File: src/rtl/fetch_unit_if.sv
// Fetch-unit bus: instruction-memory request/response, redirect input and decode-side FIFO head.
interface fetch_unit_if;
    logic        redirect_valid;
    logic [31:0] redirect_pc;
    logic        imem_req;
    logic [31:0] imem_addr;
    logic        imem_gnt;
    logic        imem_rvalid;
    logic [31:0] imem_rdata;
    logic        instr_valid;
    logic [31:0] instr;
    logic [31:0] instr_pc;
    logic [31:0] instr_pc_plus4;
    logic        instr_ready;

    modport master (
        input  redirect_valid, redirect_pc, imem_gnt, imem_rvalid, imem_rdata, instr_ready,
        output imem_req, imem_addr, instr_valid, instr, instr_pc, instr_pc_plus4
    );

    modport slave (
        output redirect_valid, redirect_pc, imem_gnt, imem_rvalid, imem_rdata, instr_ready,
        input  imem_req, imem_addr, instr_valid, instr, instr_pc, instr_pc_plus4
    );
endinterface

File: src/rtl/fetch_unit.sv
// Single-outstanding instruction fetch with a DEPTH-entry prefetch FIFO and redirect flush.
module fetch_unit #(
    parameter logic [31:0] RESET_PC = 32'h0000_0000,
    parameter int          DEPTH    = 2
) (
    input  logic          clk,
    input  logic          reset,
    fetch_unit_if.master  bus
);
    localparam int         AW   = (DEPTH > 1) ? $clog2(DEPTH) : 1;
    localparam logic [AW:0] FULL = (AW+1)'(DEPTH);

    localparam logic [1:0] IDLE = 2'd0;
    localparam logic [1:0] WAIT = 2'd1;
    localparam logic [1:0] DROP = 2'd2;

    logic [1:0]    r_state;
    logic [31:0]   r_fetch_pc;
    logic [31:0]   r_pend_pc;
    logic [AW-1:0] r_wptr;
    logic [AW-1:0] r_rptr;
    logic [AW:0]   r_count;
    logic [31:0]   r_pc_mem   [DEPTH];
    logic [31:0]   r_data_mem [DEPTH];

    logic        w_req;
    logic        w_fire;
    logic        w_push;
    logic        w_pop;
    logic        w_valid;
    logic [31:0] w_redir_pc;
    logic [31:0] w_head_pc;

    // Reset is folded into the request so the bus is quiet while reset is held.
    assign w_req      = reset && (r_state == IDLE) && (r_count < FULL) && !bus.redirect_valid;
    assign w_fire     = w_req && bus.imem_gnt;
    assign w_push     = (r_state == WAIT) && bus.imem_rvalid && !bus.redirect_valid;
    assign w_valid    = (r_count != '0);
    assign w_pop      = w_valid && bus.instr_ready && !bus.redirect_valid;
    assign w_redir_pc = bus.redirect_pc & 32'hFFFF_FFFC;
    assign w_head_pc  = r_pc_mem[r_rptr];

    assign bus.imem_req       = w_req;
    assign bus.imem_addr      = reset ? r_fetch_pc : 32'h0;
    assign bus.instr_valid    = w_valid;
    assign bus.instr          = w_valid ? r_data_mem[r_rptr] : 32'h0;
    assign bus.instr_pc       = w_valid ? w_head_pc : 32'h0;
    assign bus.instr_pc_plus4 = w_valid ? (w_head_pc + 32'd4) : 32'h0;

    always_ff @(posedge clk or negedge reset) begin
        if (!reset) begin
            r_state    <= IDLE;
            r_fetch_pc <= RESET_PC;
            r_pend_pc  <= 32'h0;
            r_wptr     <= '0;
            r_rptr     <= '0;
            r_count    <= '0;
        end else begin
            case (r_state)
                IDLE:    if (w_fire) r_state <= WAIT;
                WAIT: begin
                    // A redirect discards the response whether it lands now or later.
                    if (bus.redirect_valid)   r_state <= bus.imem_rvalid ? IDLE : DROP;
                    else if (bus.imem_rvalid) r_state <= IDLE;
                end
                DROP:    if (bus.imem_rvalid) r_state <= IDLE;
                default: r_state <= IDLE;
            endcase

            if (w_fire) r_pend_pc <= r_fetch_pc;

            if (bus.redirect_valid) begin
                r_fetch_pc <= w_redir_pc;
                r_wptr     <= '0;
                r_rptr     <= '0;
                r_count    <= '0;
            end else begin
                if (w_fire) r_fetch_pc <= r_fetch_pc + 32'd4;
                if (w_push) r_wptr <= r_wptr + AW'(1);
                if (w_pop)  r_rptr <= r_rptr + AW'(1);
                case ({w_push, w_pop})
                    2'b10:   r_count <= r_count + (AW+1)'(1);
                    2'b01:   r_count <= r_count - (AW+1)'(1);
                    default: ;
                endcase
            end
        end
    end

    always_ff @(posedge clk) begin
        if (w_push) begin
            r_pc_mem[r_wptr]   <= r_pend_pc;
            r_data_mem[r_wptr] <= bus.imem_rdata;
        end
    end
endmodule

File: src/flat_wrapper.sv
// flat-port wrapper written by rule: the top's interface ports become plain ports
module fetch_unit_flat 
#(
    parameter logic [31:0] RESET_PC = 32'h0000_0000,
    parameter int          DEPTH    = 2
)
  (clk, reset, bus_redirect_valid, bus_redirect_pc, bus_imem_gnt, bus_imem_rvalid, bus_imem_rdata, bus_instr_ready, bus_imem_req, bus_imem_addr, bus_instr_valid, bus_instr, bus_instr_pc, bus_instr_pc_plus4);
  fetch_unit_if bus_i ();
  input  logic clk;
  input  logic reset;
  input wire logic [$bits(bus_i.redirect_valid)-1:0] bus_redirect_valid;
  input wire logic [$bits(bus_i.redirect_pc)-1:0] bus_redirect_pc;
  input wire logic [$bits(bus_i.imem_gnt)-1:0] bus_imem_gnt;
  input wire logic [$bits(bus_i.imem_rvalid)-1:0] bus_imem_rvalid;
  input wire logic [$bits(bus_i.imem_rdata)-1:0] bus_imem_rdata;
  input wire logic [$bits(bus_i.instr_ready)-1:0] bus_instr_ready;
  output wire logic [$bits(bus_i.imem_req)-1:0] bus_imem_req;
  output wire logic [$bits(bus_i.imem_addr)-1:0] bus_imem_addr;
  output wire logic [$bits(bus_i.instr_valid)-1:0] bus_instr_valid;
  output wire logic [$bits(bus_i.instr)-1:0] bus_instr;
  output wire logic [$bits(bus_i.instr_pc)-1:0] bus_instr_pc;
  output wire logic [$bits(bus_i.instr_pc_plus4)-1:0] bus_instr_pc_plus4;
  assign bus_i.redirect_valid = bus_redirect_valid;
  assign bus_i.redirect_pc = bus_redirect_pc;
  assign bus_i.imem_gnt = bus_imem_gnt;
  assign bus_i.imem_rvalid = bus_imem_rvalid;
  assign bus_i.imem_rdata = bus_imem_rdata;
  assign bus_i.instr_ready = bus_instr_ready;
  assign bus_imem_req = bus_i.imem_req;
  assign bus_imem_addr = bus_i.imem_addr;
  assign bus_instr_valid = bus_i.instr_valid;
  assign bus_instr = bus_i.instr;
  assign bus_instr_pc = bus_i.instr_pc;
  assign bus_instr_pc_plus4 = bus_i.instr_pc_plus4;
  fetch_unit #(.RESET_PC(RESET_PC), .DEPTH(DEPTH)) u_core (.clk(clk), .reset(reset), .bus(bus_i));
endmodule
File: config.mk
export PLATFORM = sky130hd
export DESIGN_NAME = fetch_unit_flat
export DESIGN_NICKNAME = d
export VERILOG_FILES = /design/src/rtl/fetch_unit_if.sv /design/src/rtl/fetch_unit.sv /design/src/flat_wrapper.sv
export SDC_FILE = /design/constraint.sdc
export NUM_CORES = 1
export LEC_CHECK = 0
export CAP_MARGIN = 25
export CORE_ASPECT_RATIO = 0.5
export CORE_MARGIN = 1
export CORE_UTILIZATION = 39
export DETAILED_ROUTE_END_ITERATION = 8
export GPL_TIMING_DRIVEN = 0
export PLACE_DENSITY = 0.6
export REMOVE_ABC_BUFFERS = 1
export SYNTH_ARGS = -nofsm -noshare
export SYNTH_HDL_FRONTEND = slang
export SYNTH_SLANG_ARGS = --single-unit
File: constraint.sdc
create_clock -name clk -period 10.3 [get_ports clk]
set_input_delay 2.06 -clock clk [delete_from_list [all_inputs] [get_ports clk]]
set_output_delay 2.06 -clock clk [all_outputs]
set_load 0.03 [all_outputs]
Word-level counts from Yosys, hierarchy flattened

Memories as Yosys holds them, arrays and structs flattened.
Cells that the tools add are included.

Output and inout port bits: 130
Memory bits (writable): 128
Flip-flop bits (word level): 70
Word-level logic and storage cells: 54
Input bits: 70
Memories kept: 2

Eq/ne operators: 5
Add/subtract/negate cells: 6
$lt $le $gt $ge: 1
Mux-type cells: 19
Reduce and logical (&&, ||, !) cells: 15

Memory list:

| name              | depth | bits a word | rd ports | clocked after memory_dff | wr ports | RTL line         | source |
|---|---|---|---|---|---|---|---|
| u_core.r_data_mem | 2     | 32          | 1        | 0                        | 1        | fetch_unit.sv:24 | `logic [31:0] r_data_mem [DEPTH];` |
| u_core.r_pc_mem   | 2     | 32          | 1        | 0                        | 1        | fetch_unit.sv:23 | `logic [31:0] r_pc_mem [DEPTH];` |

Operators with widths:

| kind                    | number |
|---|---|
| $mux W32                | 6 |
| $add A32 B3 Y32 const B | 2 |
| $mux W2                 | 5 |
| $logic_and A1 B1 Y1     | 8 |
| $reduce_bool A2 Y1      | 4 |
| $mux W1                 | 6 |
| $pmux W2 S3             | 1 |
| $eq A2 B1 Y1 const B    | 2 |
| $eq A2 B2 Y1 const B    | 2 |
| $pmux W2 S2             | 1 |
| $reduce_bool A3 Y1      | 1 |
| $add A1 B1 Y1 const B   | 2 |
| $add A2 B1 Y2 const B   | 1 |
| $logic_not A2 Y1        | 1 |
| $lt A2 B2 Y1 const B    | 1 |
| $ne A2 B1 Y1 const B    | 1 |
| $sub A2 B1 Y2 const B   | 1 |
| $logic_not A1 Y1        | 1 |

Logic depth before layout (Yosys ltp)

Gate-level depths: netlist (run 1).

Word-level depth: 7
Mapped depth: 11
Depth with buffers taken out: 7

Worst setup path after synthesis (run 1)

No wires, ideal clock.

Path kind: input -> register
From: in bus_redirect_valid
To: mem u_core.r_data_mem[1][0], enable pin
Arrival: 7.010 ns
Library setup time: 0.571 ns
Stages: 3
Slack: 2.719 ns
Cell sequence: clkbuf_1 -> clkbuf_1 -> nor3b_1

Cells in the longest elaborated chain, start to end: 4

Ends and longest elaborated chain:

| what                          | RTL line           | source |
|---|---|---|
| start, declared               | flat_wrapper.sv:11 | `input wire logic [$bits(bus_i.redirect_valid)-1:0] bus_redirect_valid;` |
| $logic_not A1 Y1              | fetch_unit.sv:37   | `assign w_push = (r_state == WAIT) && bus.imem_rvalid && !bus.redirect_valid;` |
| $logic_and A1 B1 Y1           | fetch_unit.sv:37   |  |
| $mux W1                       | fetch_unit.sv:91   | `if (w_push) begin` |
| $mux W1 (implied by the code) | fetch_unit.sv:93   | `r_data_mem[r_wptr] <= bus.imem_rdata;` |
| end, declared                 | fetch_unit.sv:24   |  |

No other way between the ends.

Worst setup path after layout (run 1)

From: reg u_core.r_rptr
To: out bus_instr_pc_plus4[28]

Cells in the longest elaborated chain, start to end: 3

Ends and longest elaborated chain:

| what                   | RTL line           | source |
|---|---|---|
| start, declared        | fetch_unit.sv:21   | `logic [AW-1:0] r_rptr;` |
| start signal, assigned | fetch_unit.sv:80   | `if (w_pop) r_rptr <= r_rptr + AW'(1);` |
| $mem_v2 Z2 W32         | n/a                |  |
| $add A32 B3 Y32        | fetch_unit.sv:48   | `assign bus.instr_pc_plus4 = w_valid ? (w_head_pc + 32'd4) : 32'h0;` |
| $mux W32               | fetch_unit.sv:48   |  |
| end, declared          | flat_wrapper.sv:22 | `output wire logic [$bits(bus_i.instr_pc_plus4)-1:0] bus_instr_pc_plus4;` |

No other way between the ends.

==> run_results.csv, run 1 <==
group,metric,value,unit
status,status,"finished with violations",
status,violations,"design-rule violations",
worst_setup_path,r2r_slack,7690,ps
pwr,comb_power_share,0.115,
synthesis,synth_area_per_cell,11.0,µm²
cts,cts_hold_buffers,0,
finish,layout_common_cells,"clkdlybuf4s50_1, nand2_1, edfxtp_1",
routing,drt_wl_total,22900,µm
floorplan,fp-row-count,39,
synthesis,ys_top_cells_by_area,"edfxtp_1, dfrtp_1, mux2i_1",
routing,avgViaCountPerCell,5.15,
finish,multi_input_area,3680,µm²
pwr,powerDensity,145,nW/µm²
cts,post_cts_buffers,0,
finish,fillCellCount,2006,
pwr,p_total,1.77,mW
floorplan,num_io_pins,200,
synthesis,syn_inst,847,
hold_path,min_to,"u_core.r_pc_mem[0][25]$_DFFE_PP_",
pwr,power.switching,0.460,mW
hold_path,hold_path.class,"flop to flop",
cts,htree_levels,4,
routing,drtPass1Iterations,9,
cts,path_clk_slew,70,ps
finish,regArea,5380,µm²
timing,setup_slack,4400,ps
worst_setup_path,crit_buf_inv,1,
placement,dpl.hpwl,16500,µm
hold_path,hold_start,"u_core.r_pend_pc[25]$_DFFE_PN0P_",
timing,worstMarginPinSlew,965,ps
finish,drive_gt1_frac,0.0768,
pwr,seqPwrFrac,0.524,
worst_setup_path,regToRegEndpoint,"u_core.r_fetch_pc[25]$_DFFE_PN0P_",
worst_setup_path,crit_type,"flop to output port",
job,cap_violations,0,
cts,cts_buffer_depth,2,
floorplan,initial_core_util,0.403,
grt,antenna_found_initial,0,
timing,finalSetupViolations,0,
finish,diodes,0,
synthesis,synth_cell_type_count,63,
worst_setup_path,worstPathCellList,"mux2_2, ha_1, nand4_1, nand2_1, nand4_1, o31a_1, nor3_1, clkdlybuf4s50_1",
cts,numClockSinks,190,
pwr,swShare,0.260,
timing,clock.fmax,170,MHz
synthesis,synth_largest_area_cell,"edfxtp_1",
worst_setup_path,path_max_fanout,40,
worst_setup_path,end_kind,"output port",
worst_setup_path,crit_slowest_cell,"dfrtp_4",
finish,syn_to_final_growth,31.4,%
grt,grt_pass1_vias,6785,
timing,rsz0062_at_grt,"false",
cts,ctsResizeCount,0,
timing,whs,474,ps
timing,period_needed,5900,ps
pwr,peakVddDrop,0.000111,V
finish,final_common_cell,"clkdlybuf4s50_1",
grt,grt_pass1_wl,36300,µm
worst_setup_path,cp_top_family,"simple AND/OR/NAND/NOR gates",
worst_setup_path,max_stage_delay,820,ps
worst_setup_path,r2r_cells,5,
grt,grt.busiest_layer,"met2",
grt,grt_usage,0.190,
worst_setup_path,cpMostUsedCell,"nand4_1",
worst_setup_path,critPathLaunchType,"flop",
pwr,p_leak,4.35,nW
placement,placed_cells,1316,
hold_path,worstHoldPathCells,0,
grt,grt_max_degree,64,
grt,grtUsageMet3,0.0351,
finish,finalNonFillerCells,1349,
pwr,intPower,1.31,mW
placement,portBuffers,191,
timing,slew_violations,0,
synthesis,synthFlopType,"edfxtp_1",
floorplan,core-area,23100,µm²
finish,final_nets,1101,
routing,drt_iter0_markers,519,
routing,ant_nets,0,
synthesis,netlist.area_leader.share,0.400,
pwr,pwr-share-clk,0.361,
worst_setup_path,cp_num_cells,8,
routing,avgRoutedWirePerCell,16.9,µm
routing,route.detailed.drc,5,
finish,finalCoreUtilization,0.529,
worst_setup_path,worst_ep_arrival_time,3840,ps
timing,fin_crit_sh,0.573,
routing,vias,6944,
worst_setup_path,crit_required,8240,ps
timing,hold_viol,0,
floorplan,dieWidth,221,µm
grt,grt-ovfl-total,0,
synthesis,yosysSeqAreaShare,0.577,
timing,fin_skew,7.78,ps
grt,met2_usage,0.293,
cts,root_buffer,"clkbuf_16",
cts,numCtsBuffers,17,
cts,cts_tree,"done",
placement,place_ws,4470,ps
synthesis,netlist_area,9310,µm²
synthesis,ys_ff_latch,190,
grt,grt_use_met1,0.272,
placement,place_congestion,0.808,
worst_setup_path,reg2reg_from,"u_core.r_state[0]$_DFFE_PN0P_",
floorplan,dieArea,24500,µm²
floorplan,die_y,111,µm
cts,worstSkewPairLatency,430,ps
timing,max-slew-margin-rel,0.356,
synthesis,synthArstFlopShare,0.347,
synthesis,synth.yosys.warnings,0,
synthesis,synth_edf_count,124,
[area by class of cell]
| cell class | count | share of cell area |
|---|---|---|
| repair buffers | 210 | 0.178 |
| multi-input cells | 600 | 0.301 |
| well taps | 307 | 0.0314 |
| clock inverters | 13 | 0.0106 |
| flip-flops and latches | 190 | 0.440 |
| inverters | 10 | 0.00307 |
| clock buffers | 19 | 0.0362 |
[how the worst max path moves through the flow]
stage / from / to / slack, ps
4_1_cts: u_core.r_rptr$_DFFE_PN0P_ / bus_instr_pc_plus4[28] / 4380
2_1_floorplan: bus_imem_rvalid / u_core.r_data_mem[1][0]$_DFFE_PP_ / 2940
3_3_place_gp: bus_redirect_valid / u_core.r_data_mem[1][13]$_DFFE_PP_ / -1530
6_report: u_core.r_rptr$_DFFE_PN0P_ / bus_instr_pc_plus4[28] / 4400
3_5_place_dp: bus_redirect_valid / bus_imem_req / 4470
5_1_grt: u_core.r_rptr$_DFFE_PN0P_ / bus_instr_pc_plus4[30] / 4160
[synthesized netlist by cell type (4+ instances only)]
| master | number |
|---|---|
| clkbuf_1 | 21 |
| nor2_1 | 93 |
| inv_1 | 9 |
| and2_1 | 36 |
| nand4_1 | 25 |
| nor3_1 | 6 |
| o311ai_0 | 5 |
| xor2_1 | 10 |
| buf_2 | 19 |
| edfxtp_1 | 124 |
| mux2_1 | 6 |
| nand4b_1 | 4 |
| o21ai_0 | 32 |
| nand3b_1 | 14 |
| and3_1 | 8 |
| a31oi_1 | 6 |
| a22oi_1 | 5 |
| nor4_2 | 4 |
| buf_4 | 6 |
| o31ai_1 | 5 |
| a21oi_1 | 10 |
| nand3_1 | 32 |
| dfrtp_1 | 66 |
| nand2_1 | 148 |
| mux2i_1 | 60 |
| xnor2_1 | 12 |
| o211ai_1 | 9 |
| nor2b_1 | 17 |
[sequential cells by signal (all words and copies together) (netlist names)]
signal             count
u_core.r_fetch_pc     30
u_core.r_pc_mem       60
u_core.r_pend_pc      30
u_core.r_state         2
u_core.r_rptr          1
u_core.r_wptr          1
u_core.r_data_mem     64
u_core.r_count         2
[routing by layer]
| layer | part of all wire | vias to the layer above | routed length [µm] |
|---|---|---|---|
| met5 | 0 | - | 0 |
| met4 | 0.011 | 0 | 250 |
| met1 | 0.48 | 3371 | 10900 |
| li1 | - | 3401 | - |
| met3 | 0.044 | 21 | 997 |
| met2 | 0.47 | 151 | 10700 |
[metrics by stage]
step	setup TNS (ps)	cell area [µm²]
final	0	12200
after global routing	0	12200
after CTS	0	12200
after detailed placement	0	11700
after global placement	-156420	11400
after floorplan	0	9070
[cells by family after synthesis]
| kind of cell | share of synthesized area |
|---|---|
| other cells | 0.000403 |
| buf+inv | 0.0324 |
| xor+xnor | 0.0207 |
| mux | 0.0754 |
| compound gates | 0.0703 |
| flops | 0.577 |
| fa+ha+maj | 0.00269 |
| simple gates | 0.221 |
[power by group through the flow]
stage	Sequential [mW]	Combinational [mW]	Clock, mW
after global placement	0.941	0.197	0
final	0.927	0.203	0.639
after floorplan	0.918	0.113	0
after detailed placement	0.942	0.204	0
after global routing	0.933	0.222	0.683
after CTS	0.925	0.205	0.655
Power figures use the tool's default switching activity.
==> inputs of run 2 (changes only) <==
- PLACE_DENSITY: 0.6 -> 0.62
- clock period: 10.3 -> 5.1 ns (I/O delays scaled with it)
==> run 2 against run 1 <==
Against the previous run:
- the flow still finishes with violations (design-rule violations)
- largest power group unchanged
- global-route usage up 0.38 points
- first-iteration DRC count down 17%
- wire length increased by 3.5%
- cell count hardly changed
- sequential share of layout area shrank 0.19 points
==> run_results.csv, run 2 (same netlist as run 1, synthesis figures left out) <==
group,metric,value,unit
status,status,"finished with violations",
status,violations,"design-rule violations",
placement,portBuffers,191,
timing,period_needed,4820,ps
hold_path,hold_path.class,"flop to flop",
worst_setup_path,r2r_cells,5,
finish,layout_common_cells,"clkdlybuf4s50_1, nand2_1, edfxtp_1",
routing,vias,6991,
finish,regArea,5380,µm²
finish,reg_top3,"u_core.r_data_mem x64, u_core.r_pc_mem x60",
finish,finalCoreUtilization,0.531,
finish,multi_input_area,3680,µm²
grt,antenna_found_initial,0,
routing,avgRoutedWirePerCell,17.5,µm
floorplan,fp-row-count,39,
finish,final_common_cell,"clkdlybuf4s50_1",
timing,clock.fmax,207,MHz
timing,fin_crit_sh,0.945,
finish,fillCellCount,2043,
routing,route.detailed.drc,7,
finish,finalNonFillerCells,1350,
timing,fin_skew,10.9,ps
grt,grt-ovfl-total,0,
placement,place_congestion,0.837,
routing,ant_nets,0,
floorplan,initial_core_util,0.403,
cts,worstSkewPairLatency,430,ps
placement,dpl.hpwl,16700,µm
pwr,powerDensity,292,nW/µm²
floorplan,num_io_pins,200,
cts,cts_tree,"done",
pwr,peakVddDrop,0.000217,V
finish,syn_to_final_growth,32.0,%
routing,drt_wl_total,23700,µm
routing,drt_iter0_markers,430,
cts,root_buffer,"clkbuf_16",
cts,htree_levels,4,
pwr,p_leak,4.39,nW
floorplan,core-area,23100,µm²
timing,finalSetupViolations,0,
finish,largest_reg_flops,64,
cts,numCtsBuffers,17,
job,cap_violations,0,
routing,avgViaCountPerCell,5.18,
floorplan,dieWidth,221,µm
worst_setup_path,critPathLaunchType,"flop",
grt,grt_usage,0.194,
worst_setup_path,crit_type,"flop to output port",
placement,placed_cells,1314,
floorplan,dieArea,24500,µm²
worst_setup_path,worst_ep_arrival_time,3800,ps
grt,grt_pass1_wl,37000,µm
finish,drive_gt1_frac,0.0777,
finish,diodes,0,
timing,rsz0062_at_grt,"false",
timing,slew_violations,0,
timing,max-slew-margin-rel,0.317,
grt,grt_max_degree,59,
grt,grt_pass1_vias,6806,
cts,path_clk_slew,70,ps
routing,drtPass1Iterations,7,
worst_setup_path,path_max_fanout,29,
cts,cts_buffer_depth,2,
hold_path,worstHoldPathCells,0,
finish,regMostFlops,"u_core.r_data_mem",
worst_setup_path,crit_required,4080,ps
floorplan,die_y,111,µm
cts,numClockSinks,190,
worst_setup_path,end_kind,"output port",
timing,worstMarginPinSlew,1020,ps
timing,hold_viol,0,
finish,final_nets,1102,
-- run 2: cell type report --
| class | instances | area share |
|---|---|---|
| sequential | 190 | 0.438 |
| multi-input combinational | 600 | 0.300 |
| timing repair buffer | 211 | 0.181 |
| clock buffer | 18 | 0.0349 |
| tap | 307 | 0.0313 |
| clock inverter | 14 | 0.0119 |
| inverter | 10 | 0.00305 |
-- run 2: worst max-delay path, cell delays in order, from the launching register on --
cell             delay, ps
dfrtp_4                600
buf_16                 230
mux2_2                 300
ha_1                   330
nand4b_1               170
a21oi_1                170
nand4_1                260
nor4_2                 340
mux2_1                 350
clkdlybuf4s50_1        600
-- run 2: worst paths after layout --
| kind | start | to | slack [ps] |
|---|---|---|---|
| min in group asynchronous | reset | u_core.r_fetch_pc[6]$_DFFE_PN0P_ | 550 |
| worst max-delay path | u_core.r_rptr$_DFFE_PN0P_ | bus_instr_pc_plus4[30] | 280 |
| worst min-delay path | u_core.r_pend_pc[22]$_DFFE_PN0P_ | u_core.r_pc_mem[0][22]$_DFFE_PP_ | 470 |
| worst max register to register | u_core.r_state[0]$_DFFE_PN0P_ | u_core.r_fetch_pc[25]$_DFFE_PN0P_ | 2490 |
| max in group asynchronous | reset | u_core.r_pend_pc[31]$_DFFE_PN0P_ | 3950 |
| worst min register to register | u_core.r_pend_pc[22]$_DFFE_PN0P_ | u_core.r_pc_mem[0][22]$_DFFE_PP_ | 470 |
-- run 2: repair_timing --
action	4_1_cts	5_1_grt
cloned	0	1
hold buffers	0	0
setup endpoints to repair	3	3
buffers inserted	1	1
gates resized for setup	0	1
-- run 2: per-stage QoR --
step / power (mW) / worst slack [ps] / hold WS [ps] / cell area (µm²) / TNS (ps)
floorplan: 2.08 / -1220 / 437 / 9070 / -142030
global placement: 2.30 / -5740 / 450 / 11400 / -1004590
detailed placement: 2.31 / 352 / 459 / 11600 / 0
CTS: 3.62 / 21.6 / 475 / 12200 / 0
global route: 3.74 / 51.8 / 491 / 12300 / 0
finish: 3.59 / 280 / 472 / 12300 / 0
-- run 2: per-layer routing --
| metal | vias to the layer above | routed length, µm | global-route usage |
|---|---|---|---|
| li1 | 3391 | - | - |
| met1 | 3446 | 11400 | 0.274 |
| met2 | 138 | 11100 | 0.306 |
| met3 | 16 | 911 | 0.0401 |
| met4 | 0 | 231 | 0.0429 |
| met5 | - | 0 | 0 |
-- run 2: power breakdown --
| group | internal (mW) | switching, mW |
|---|---|---|
| clock | 0.692 | 0.613 |
| sequential | 1.76 | 0.110 |
| combinational | 0.186 | 0.230 |
| total | 2.64 | 0.953 |
==> inputs of run 3 (changes only) <==
- CORE_UTILIZATION: 39 -> 46
- PLACE_DENSITY: 0.62 -> 0.72
==> run 3 against run 2 <==
Against the previous run:
- the flow now finishes without violations
- non-clock buffer count increased by 1
- cell area fell by 0.62%
- flip-flop and latch count unchanged
- cell count down 3.0%
- clock power about the same
- wire length fell by 3.9%
- count of clock-buffer cells in the layout fell by 1
- largest cell class unchanged
- largest power group unchanged
- highest routed layer unchanged
==> run_results.csv, run 3 (same netlist as run 1, synthesis figures left out) <==
group,metric,value,unit
status,status,"finished clean",
timing,fin_crit_sh,0.920,
cts,cts_buffer_depth,2,
worst_setup_path,cp_top_family,"simple AND/OR/NAND/NOR gates",
hold_path,hold_start,"u_core.r_pend_pc[30]$_DFFE_PN0P_",
finish,fillCellCount,1569,
finish,final_common_cell,"clkdlybuf4s50_1",
cts,worstSkewPairLatency,430,ps
finish,drive_gt1_frac,0.0785,
finish,final_nets,1103,
grt,grt_pass1_wl,34700,µm
floorplan,dieWidth,203,µm
floorplan,num_io_pins,200,
worst_setup_path,reg2reg_from,"u_core.r_state[0]$_DFFE_PN0P_",
placement,placed_cells,1275,
worst_setup_path,crit_type,"flop to output port",
worst_setup_path,path_max_fanout,29,
cts,cts_tree,"done",
job,cap_violations,0,
worst_setup_path,regToRegEndpoint,"u_core.r_fetch_pc[25]$_DFFE_PN0P_",
pwr,powerDensity,293,nW/µm²
grt,grt_pass1_vias,6526,
timing,worstMarginPinSlew,897,ps
finish,reg_top3,"u_core.r_data_mem x64, u_core.r_pc_mem x60",
worst_setup_path,worst_ep_arrival_time,3670,ps
hold_path,hold_path.class,"flop to flop",
placement,dpl.hpwl,15800,µm
cts,numClockSinks,190,
timing,whs,477,ps
grt,antenna_found_initial,0,
routing,drtPass1Iterations,5,
routing,vias,7116,
finish,largest_reg_flops,64,
routing,avgViaCountPerCell,5.43,
worst_setup_path,worstPathCellList,"mux2_2, ha_1, nand4b_1, nand2_1, nand4_1, o31a_1, nor3_1, clkdlybuf4s50_1",
cts,root_buffer,"clkbuf_16",
timing,period_needed,4690,ps
worst_setup_path,crit_buf_inv,1,
worst_setup_path,max_stage_delay,710,ps
timing,fin_skew,8.80,ps
floorplan,core-area,19600,µm²
cts,path_clk_slew,70,ps
finish,syn_to_final_growth,31.1,%
worst_setup_path,critPathLaunchType,"flop",
timing,finalSetupViolations,0,
pwr,peakVddDrop,0.000201,V
finish,regMostFlops,"u_core.r_data_mem",
worst_setup_path,r2r_cells,5,
cts,cts_hold_buffers,0,
placement,place_area,11600,µm²
routing,drt_iter0_markers,621,
finish,diodes,0,
timing,hold_viol,0,
hold_path,worstHoldPathCells,0,
timing,slew_violations,0,
routing,drt_wl_total,22700,µm
pwr,p_leak,4.36,nW
cts,numCtsBuffers,17,
worst_setup_path,r2r_slack,2440,ps
worst_setup_path,end_kind,"output port",
grt,grt_usage,0.216,
finish,layout_common_cells,"clkdlybuf4s50_1, nand2_1, edfxtp_1",
cts,htree_levels,4,
timing,max-slew-margin-rel,0.402,
routing,ant_nets,0,
timing,rsz0062_at_grt,"false",
grt,grt-ovfl-total,0,
finish,stdcell_area,12200,µm²
grt,grt_max_degree,63,
pwr,p_total,3.57,mW
finish,finalNonFillerCells,1310,
hold_path,min_to,"u_core.r_pc_mem[0][30]$_DFFE_PP_",
worst_setup_path,crit_slowest_cell,"clkdlybuf4s50_1",
floorplan,initial_core_util,0.474,
floorplan,fp-row-count,36,
worst_setup_path,crit_required,4080,ps
floorplan,die_y,103,µm
timing,clock.fmax,213,MHz
placement,portBuffers,191,
placement,place_congestion,0.835,
floorplan,dieArea,20800,µm²
routing,route.detailed.drc,0,
routing,avgRoutedWirePerCell,17.3,µm
==> run 3: area by class of cell <==
type | instances | area [µm²] | share of cell area
flip-flops and latches | 190 | 5380 | 0.441
multi-input cells | 600 | 3680 | 0.301
repair buffers | 212 | 2210 | 0.181
clock buffers | 17 | 425 | 0.0348
well taps | 266 | 333 | 0.0273
clock inverters | 15 | 146 | 0.0120
inverters | 10 | 37.5 | 0.00307
==> run 3: what timing repair did <==
action,in CTS,in global routing
gates resized for setup,0,0
setup endpoints to repair,0,3
buffers inserted,0,1
endpoints found under the hold margin,0,0
==> run 3: worst reg2reg max path, delay by kind of cell (launching register included) <==
| kind | cells | cell delay [ps] |
|---|---|---|
| AND/OR/NAND/NOR | 5 | 2170 |
| flip-flops | 1 | 420 |
==> run 3: report_power, final <==
group / internal, mW / total [mW] / leakage [nW] / switching [mW]
logic: 0.186 / 0.413 / 2.13 / 0.227
clock network: 0.651 / 1.29 / 0.273 / 0.639
registers: 1.76 / 1.87 / 1.95 / 0.112
==> run 3: through the flow <==
step / setup TNS, ps / util / setup WS (ps)
after CTS: 0 / 0.620 / 142
after floorplan: -142030 / - / -1220
after global placement: -967880 / 0.576 / -5610
final: 0 / 0.622 / 407
after global routing: 0 / 0.622 / 237
after detailed placement: 0 / 0.591 / 638
==> run 3: per-layer routing <==
| metal | global-route usage | part of all wire |
|---|---|---|
| met1 | 0.308 | 0.48 |
| met4 | 0.0723 | 0.016 |
| met3 | 0.0370 | 0.043 |
| met2 | 0.337 | 0.46 |
| met5 | 0 | 0 |
==> run 3: how the worst max path moves through the flow <==
stage,cells past startpoint,start,to,slack [ps]
2_1_floorplan,2,bus_imem_rvalid,u_core.r_data_mem[1][0]$_DFFE_PP_,-1220
5_1_grt,8,u_core.r_rptr$_DFFE_PN0P_,bus_instr_pc_plus4[28],240
6_report,8,u_core.r_rptr$_DFFE_PN0P_,bus_instr_pc_plus4[28],410
3_5_place_dp,8,u_core.r_rptr$_DFFE_PN0P_,bus_instr_pc_plus4[28],640
4_1_cts,8,u_core.r_rptr$_DFFE_PN0P_,bus_instr_pc_plus4[30],140
3_3_place_gp,2,bus_redirect_valid,u_core.r_data_mem[1][11]$_DFFE_PP_,-5610
